File: src/rtl/mio_bus_ctrl.sv
// Memory/IO bus controller sitting on the multicycle CPU's memory port.
// Decodes each access to an external synchronous RAM (fixed read latency) or to
// one of three internal peripherals: LED register, switch input, down-counter.
// One access in flight at a time; completion is a single-cycle cpu_ready_o pulse.
module mio_bus_ctrl #(
    parameter int unsigned RAM_LAT = 2,   // ram_en -> ram_rdata valid, 1..15
    parameter int unsigned RAM_AW  = 10   // RAM word-address width
) (
    input  logic              clk_i,
    input  logic              reset_i,
    input  logic              cpu_req_i,
    input  logic              cpu_we_i,
    input  logic [31:0]       cpu_addr_i,
    input  logic [31:0]       cpu_wdata_i,
    output logic [31:0]       cpu_rdata_o,
    output logic              cpu_ready_o,
    output logic              ram_en_o,
    output logic              ram_we_o,
    output logic [RAM_AW-1:0] ram_addr_o,
    output logic [31:0]       ram_wdata_o,
    input  logic [31:0]       ram_rdata_i,
    input  logic [15:0]       sw_in_i,
    output logic [15:0]       led_out_o,
    output logic [31:0]       cnt_out_o,
    output logic              cnt_irq_o
);

    localparam logic [31:0] LedAddr = 32'hE000_0000;
    localparam logic [31:0] SwAddr  = 32'hF000_0000;
    localparam logic [31:0] CntAddr = 32'hF000_0004;
    localparam logic [3:0]  RamLat  = 4'(RAM_LAT);

    typedef enum logic [1:0] {StIdle, StRamWait, StIo, StDone} state_e;

    state_e             state_q, state_d;
    logic [31:2]        addr_q, addr_d;
    logic               we_q, we_d;
    logic [31:0]        wdata_q, wdata_d;
    logic [3:0]         wait_q, wait_d;
    logic [31:0]        cpu_rdata_q, cpu_rdata_d;
    logic               cpu_ready_q, cpu_ready_d;
    logic               ram_en_q, ram_en_d;
    logic               ram_we_q, ram_we_d;
    logic [RAM_AW-1:0]  ram_addr_q, ram_addr_d;
    logic [31:0]        ram_wdata_q, ram_wdata_d;
    logic [15:0]        led_q, led_d;
    logic [31:0]        cnt_q, cnt_d;
    logic               irq_q, irq_d;
    logic [31:0]        io_rdata;

    // Byte-lane bits carry no meaning on this word-only bus.
    logic unused_addr_lsbs;
    assign unused_addr_lsbs = ^cpu_addr_i[1:0];

    // Peripheral read mux on the latched word address; unmapped reads return 0.
    always_comb begin
        io_rdata = 32'h0;
        if ({addr_q, 2'b00} == LedAddr) begin
            io_rdata = {16'h0, led_q};
        end else if ({addr_q, 2'b00} == SwAddr) begin
            io_rdata = {16'h0, sw_in_i};
        end else if ({addr_q, 2'b00} == CntAddr) begin
            io_rdata = cnt_q;
        end
    end

    // Next-state logic for the access FSM, RAM strobes and peripherals.
    always_comb begin
        state_d     = state_q;
        addr_d      = addr_q;
        we_d        = we_q;
        wdata_d     = wdata_q;
        wait_d      = wait_q;
        cpu_rdata_d = cpu_rdata_q;
        cpu_ready_d = 1'b0;
        ram_en_d    = 1'b0;
        ram_we_d    = 1'b0;
        ram_addr_d  = ram_addr_q;
        ram_wdata_d = ram_wdata_q;
        led_d       = led_q;
        cnt_d       = cnt_q;
        irq_d       = irq_q;

        // Free-running down-counter; the 1->0 step arms the sticky flag.
        if (cnt_q != 32'h0) begin
            cnt_d = cnt_q - 32'd1;
            if (cnt_q == 32'd1) begin
                irq_d = 1'b1;
            end
        end

        unique case (state_q)
            StIdle: begin
                if (cpu_req_i) begin
                    addr_d  = cpu_addr_i[31:2];
                    we_d    = cpu_we_i;
                    wdata_d = cpu_wdata_i;
                    if (cpu_addr_i[31:28] == 4'h0) begin
                        state_d     = StRamWait;
                        ram_en_d    = 1'b1;
                        ram_we_d    = cpu_we_i;
                        ram_addr_d  = cpu_addr_i[RAM_AW+1:2];
                        ram_wdata_d = cpu_wdata_i;
                        wait_d      = RamLat;
                    end else begin
                        state_d = StIo;
                    end
                end
            end
            StRamWait: begin
                // Counter hits zero exactly in the cycle the RAM data is valid.
                if (wait_q == 4'd0) begin
                    if (!we_q) begin
                        cpu_rdata_d = ram_rdata_i;
                    end
                    cpu_ready_d = 1'b1;
                    state_d     = StDone;
                end else begin
                    wait_d = wait_q - 4'd1;
                end
            end
            StIo: begin
                if (we_q) begin
                    if ({addr_q, 2'b00} == LedAddr) begin
                        led_d = wdata_q[15:0];
                    end else if ({addr_q, 2'b00} == CntAddr) begin
                        // CPU write overrides same-cycle decrement/expiry.
                        cnt_d = wdata_q;
                        irq_d = 1'b0;
                    end
                end else begin
                    cpu_rdata_d = io_rdata;
                end
                cpu_ready_d = 1'b1;
                state_d     = StDone;
            end
            StDone: begin
                state_d = StIdle;
            end
            default: begin
                state_d = StIdle;
            end
        endcase
    end

    // State and registered outputs; synchronous reset aborts any access.
    always_ff @(posedge clk_i) begin
        if (reset_i) begin
            state_q     <= StIdle;
            addr_q      <= '0;
            we_q        <= 1'b0;
            wdata_q     <= 32'h0;
            wait_q      <= 4'd0;
            cpu_rdata_q <= 32'h0;
            cpu_ready_q <= 1'b0;
            ram_en_q    <= 1'b0;
            ram_we_q    <= 1'b0;
            ram_addr_q  <= '0;
            ram_wdata_q <= 32'h0;
            led_q       <= 16'h0;
            cnt_q       <= 32'h0;
            irq_q       <= 1'b0;
        end else begin
            state_q     <= state_d;
            addr_q      <= addr_d;
            we_q        <= we_d;
            wdata_q     <= wdata_d;
            wait_q      <= wait_d;
            cpu_rdata_q <= cpu_rdata_d;
            cpu_ready_q <= cpu_ready_d;
            ram_en_q    <= ram_en_d;
            ram_we_q    <= ram_we_d;
            ram_addr_q  <= ram_addr_d;
            ram_wdata_q <= ram_wdata_d;
            led_q       <= led_d;
            cnt_q       <= cnt_d;
            irq_q       <= irq_d;
        end
    end

    assign cpu_rdata_o = cpu_rdata_q;
    assign cpu_ready_o = cpu_ready_q;
    assign ram_en_o    = ram_en_q;
    assign ram_we_o    = ram_we_q;
    assign ram_addr_o  = ram_addr_q;
    assign ram_wdata_o = ram_wdata_q;
    assign led_out_o   = led_q;
    assign cnt_out_o   = cnt_q;
    assign cnt_irq_o   = irq_q;

endmodule

File: config.mk
export PLATFORM = sky130hd
export DESIGN_NAME = mio_bus_ctrl
export DESIGN_NICKNAME = d
export VERILOG_FILES = /design/src/rtl/mio_bus_ctrl.sv
export SDC_FILE = /design/constraint.sdc
export NUM_CORES = 1
export LEC_CHECK = 0
export ABC_AREA = 1
export ABC_CLOCK_PERIOD_IN_PS = 1890
export CAP_MARGIN = 10
export CORE_ASPECT_RATIO = 1.4
export CORE_UTILIZATION = 45
export CTS_BUF_LIST = sky130_fd_sc_hd__clkbuf_8
export DETAILED_ROUTE_END_ITERATION = 12
export MAX_ROUTING_LAYER = met4
export PLACE_DENSITY_LB_ADDON = 0.15
export SYNTH_ARGS = -nofsm -noshare
export SYNTH_HDL_FRONTEND = slang
export SYNTH_SLANG_ARGS = --single-unit
File: constraint.sdc
create_clock -name clk_i -period 1.89 [get_ports clk_i]
set_clock_uncertainty 0.15 [all_clocks]
set_input_delay 0.4725 -clock clk_i [delete_from_list [all_inputs] [get_ports clk_i]]
set_output_delay 0.4725 -clock clk_i [all_outputs]
set_load 0.1 [all_outputs]
==> reports/qor.txt <==
post-synthesis adder-cell area fraction -> 0.0110
Hold WS -> 0.300 ns
CP arrival -> 2.13 ns
Mapped Avg Cell Area -> 7.13 um2
ratio of cells with drive above 1 in the final layout -> 0.228
WP buf/inv -> 1
Slew Viols, Final -> 0
final wirelength -> 28300 um
Final #Nets -> 1674
RSZ-0062 raised after global routing -> yes
CTS root buf -> clkbuf_8
Crit path max-delay family -> simple AND/OR/NAND/NOR gates
wire per inst -> 15.6 um
footprint of the multi-input gates -> 4300 um2
Worst Max-Slew Pin Slew -> 0.359 ns
worst relative slew slack -> 0.761
total power -> 18700 uW
multiplexer area fraction after synthesis -> 0
crit path time final -> 1.89 ns
Yosys warnings -> 0
Post-Route Setup TNS -> 0 ns
DRT iter0 DRCs -> 643
critical-path maximum fanout -> 5
full die area -> 20800 um2
vias per cell -> 5.10
IO Pins -> 242
Synth Area in Compound Gates -> 0.202
vias in the first global route -> 8736
Area Growth Syn to Fin -> 55.6%
final hold violation count -> 0
power density cells -> 1320 nW/um2
f_max -> 529 MHz
Cell Chain, Critical Path -> nor2_2, nand2_1, nor2_4, nand2_1, o21ai_0, a21oi_1, o21ai_1, inv_1
Post-Synth Simple-Gate Area -> 0.225
Initial Utilization -> 0.459
total global-route track usage -> 0.272
hold crit path type -> flop to flop
flip-flop and latch area -> 3950 um2
Place WS -> -0.352 ns
Netlist cell types -> 33
initial antenna violation count -> 0
status -> complete, no violations
Site Rows -> 61
Slowest-stage cell, CP -> dfxtp_2
drt drc -> 0
Syn Inst Count -> 1277
Crit path required time -> 2.13 ns
Sink Count -> 195
DR pass1 iterations -> 5
Crit path top cell by count -> nand2_1
CTS tree -> done
grt total ovfl -> 0
vias post-DR -> 9254
critical path launch point type -> flop
setup violators final -> 0
cell leakage power -> 0.00640 uW
Core Footprint -> 19800 um2
CP Class -> flop to flop
PortBufs -> 239
CTS clock-pin slew for the worst setup and hold paths -> 0.12 ns
Syn Std Cell Area -> 9110 um2
Bufs on Longest Clock Path -> 2
synthesized net count -> 1401
post-synthesis sequential area ratio -> 0.429
DRT antenna net count -> 0
gpl congestion -> 0.923
HPWL after DPL -> 20700 um
CP endpoint kind -> flop
Post-Synth XOR/XNOR Area -> 0.0250
Die H -> 170 um
Filler cells -> 1609
peak supply drop -> 0.595 mV
antenna cells -> 0
Max-Cap Viols -> 0
Inst Count DP -> 1774
main combinational cell family by area after synthesis -> simple AND/OR/NAND/NOR gates
H-tree depth -> 4
final non-filler cell total -> 1815
final critical-path share of the clock period -> 1.00
setup ws final -> 0.000693 ns
clk_lat worst skew -> 0.49 ns
Crit path largest cell delay -> 0.39 ns
first-pass GRT wire length -> 43000 um
synthesized flop and latch total -> 195
largest net degree at the start of global routing -> 75
Die W -> 122 um
total CTS buffers -> 17
[routing by layer]
metal / vias up / track usage / wire length, um
li1: 4666 / - / -
met1: 4171 / 0.327 / 11600
met3: 59 / 0.0573 / 2020
met4: 0 / 0.102 / 909
met5: - / - / 0
met2: 358 / 0.443 / 13800
[path summary, 6_finish.rpt]
path | from | endpoint | slack [ns] | depth (start not counted)
min | addr_q[20]$_SDFFE_PP0P_ | addr_q[20]$_SDFFE_PP0P_ | 0.30 | 2
max | cnt_out_o[6]$_SDFF_PP0_ | cnt_out_o[25]$_SDFF_PP0_ | 0.0007 | 8
max reg2reg | cnt_out_o[6]$_SDFF_PP0_ | cnt_out_o[25]$_SDFF_PP0_ | 0.0007 | 8
min reg2reg | addr_q[20]$_SDFFE_PP0P_ | addr_q[20]$_SDFFE_PP0P_ | 0.30 | 2
[flip-flops by register name (all words and copies together) (netlist names), 2 cells and up]
signal,flops
cnt_out_o,32
cpu_rdata_o,32
ram_wdata_o,32
wdata_q,32
addr_q,30
led_out_o,16
ram_addr_o,10
wait_q,4
state_q,2
[area by class of cell]
type	count	area share
multi-input cells	846	0.303
clock inverters	15	0.0143
repair buffers	326	0.320
flip-flops and latches	195	0.279
inverters	164	0.0445
well taps	252	0.0223
clock buffers	17	0.0165
[worst min-delay path: cells and delay by family, from the launching register on]
family | cells | cell delay, ns
flops | 1 | 0.33
compound gates | 1 | 0.05
buf+inv | 1 | 0.04
[what timing repair did]
item | 4_1_cts | 5_1_grt
gates resized for setup | 0 | 49
buffers inserted | 0 | 4
endpoints found under the hold margin | 0 | 0
endpoints found under the setup margin | 0 | 106
hold buffers | 0 | 0
[where the power goes]
part | switching, uW | internal (uW)
sequential | 586 | 4920
combinational | 6610 | 3710
clock | 1760 | 1160
[logic make-up after synthesis]
kind of cell,Yosys count
AO/OA/AOI/OAI,357
XOR/XNOR,26
adder cells (fa/ha/maj),8
buffers and inverters,236
flip-flops,195
AND/OR/NAND/NOR,455
[cells in the final DEF, fill, tap and decap left out, types with 4 or more instances in the layout]
| cell type | synthesis | final |
|---|---|---|
| a21oi_1 | 164 | 164 |
| a21oi_2 | 13 | 13 |
| buf_12 | 0 | 137 |
| buf_4 | 5 | 65 |
| buf_6 | 8 | 7 |
| clkbuf_16 | 0 | 4 |
| clkbuf_8 | 0 | 17 |
| clkdlybuf4s50_1 | 0 | 113 |
| clkinv_8 | 0 | 4 |
| dfxtp_1 | 195 | 161 |
| dfxtp_2 | 0 | 33 |
| ha_1 | 8 | 4 |
| ha_2 | 0 | 4 |
| inv_1 | 155 | 148 |
| inv_2 | 5 | 12 |
| inv_6 | 2 | 8 |
| nand2_1 | 164 | 162 |
| nand2_2 | 3 | 4 |
| nand2_4 | 4 | 5 |
| nand3_1 | 97 | 96 |
| nor2_1 | 163 | 152 |
| nor2_2 | 6 | 14 |
| nor2_4 | 5 | 8 |
| o21ai_0 | 158 | 149 |
| o21ai_1 | 19 | 25 |
| xnor2_1 | 16 | 16 |
| xor2_1 | 10 | 10 |
[cells in the mapped netlist]
cell      count  area (um2)
buf_2        10        50.1
nand4_4       1        21.3
nand4_1       3        18.8
nor2_1      163         612
a21oi_2      13         114
nand3_1      97         485
a21oi_1     164         821
nand2_1     164         616
nor2_4        5        56.3
clkinv_1      2        7.51
nand3_2       2        20.0
inv_6         2        17.5
nand3_4       1        17.5
inv_1       155         582
o21bai_1      1        7.51
dfxtp_1     195        3900
ha_1          8         100
nor2_8        3        60.1
nand4_2       2        25.0
o21ai_1      19        95.1
buf_6         8        90.1
nor3b_2       1        12.5
nand2_2       3        18.8
buf_4         5        37.5
nand2_4       4        45.0
nor2_2        6        37.5
a211oi_1      2        15.0
buf_1         3        11.3
clkbuf_1     46         173
o21ai_0     158         791
xor2_1       10        87.6
xnor2_1      16         140
inv_2         5        18.8
[through the flow]
step / util / instance area, um2
floorplan: - / 9150
global placement: 0.679 / 13500
detailed placement: 0.679 / 13500
CTS: 0.701 / 13900
global route: 0.714 / 14200
finish: 0.714 / 14200
No activity file was read; power rests on OpenSTA's default activity.
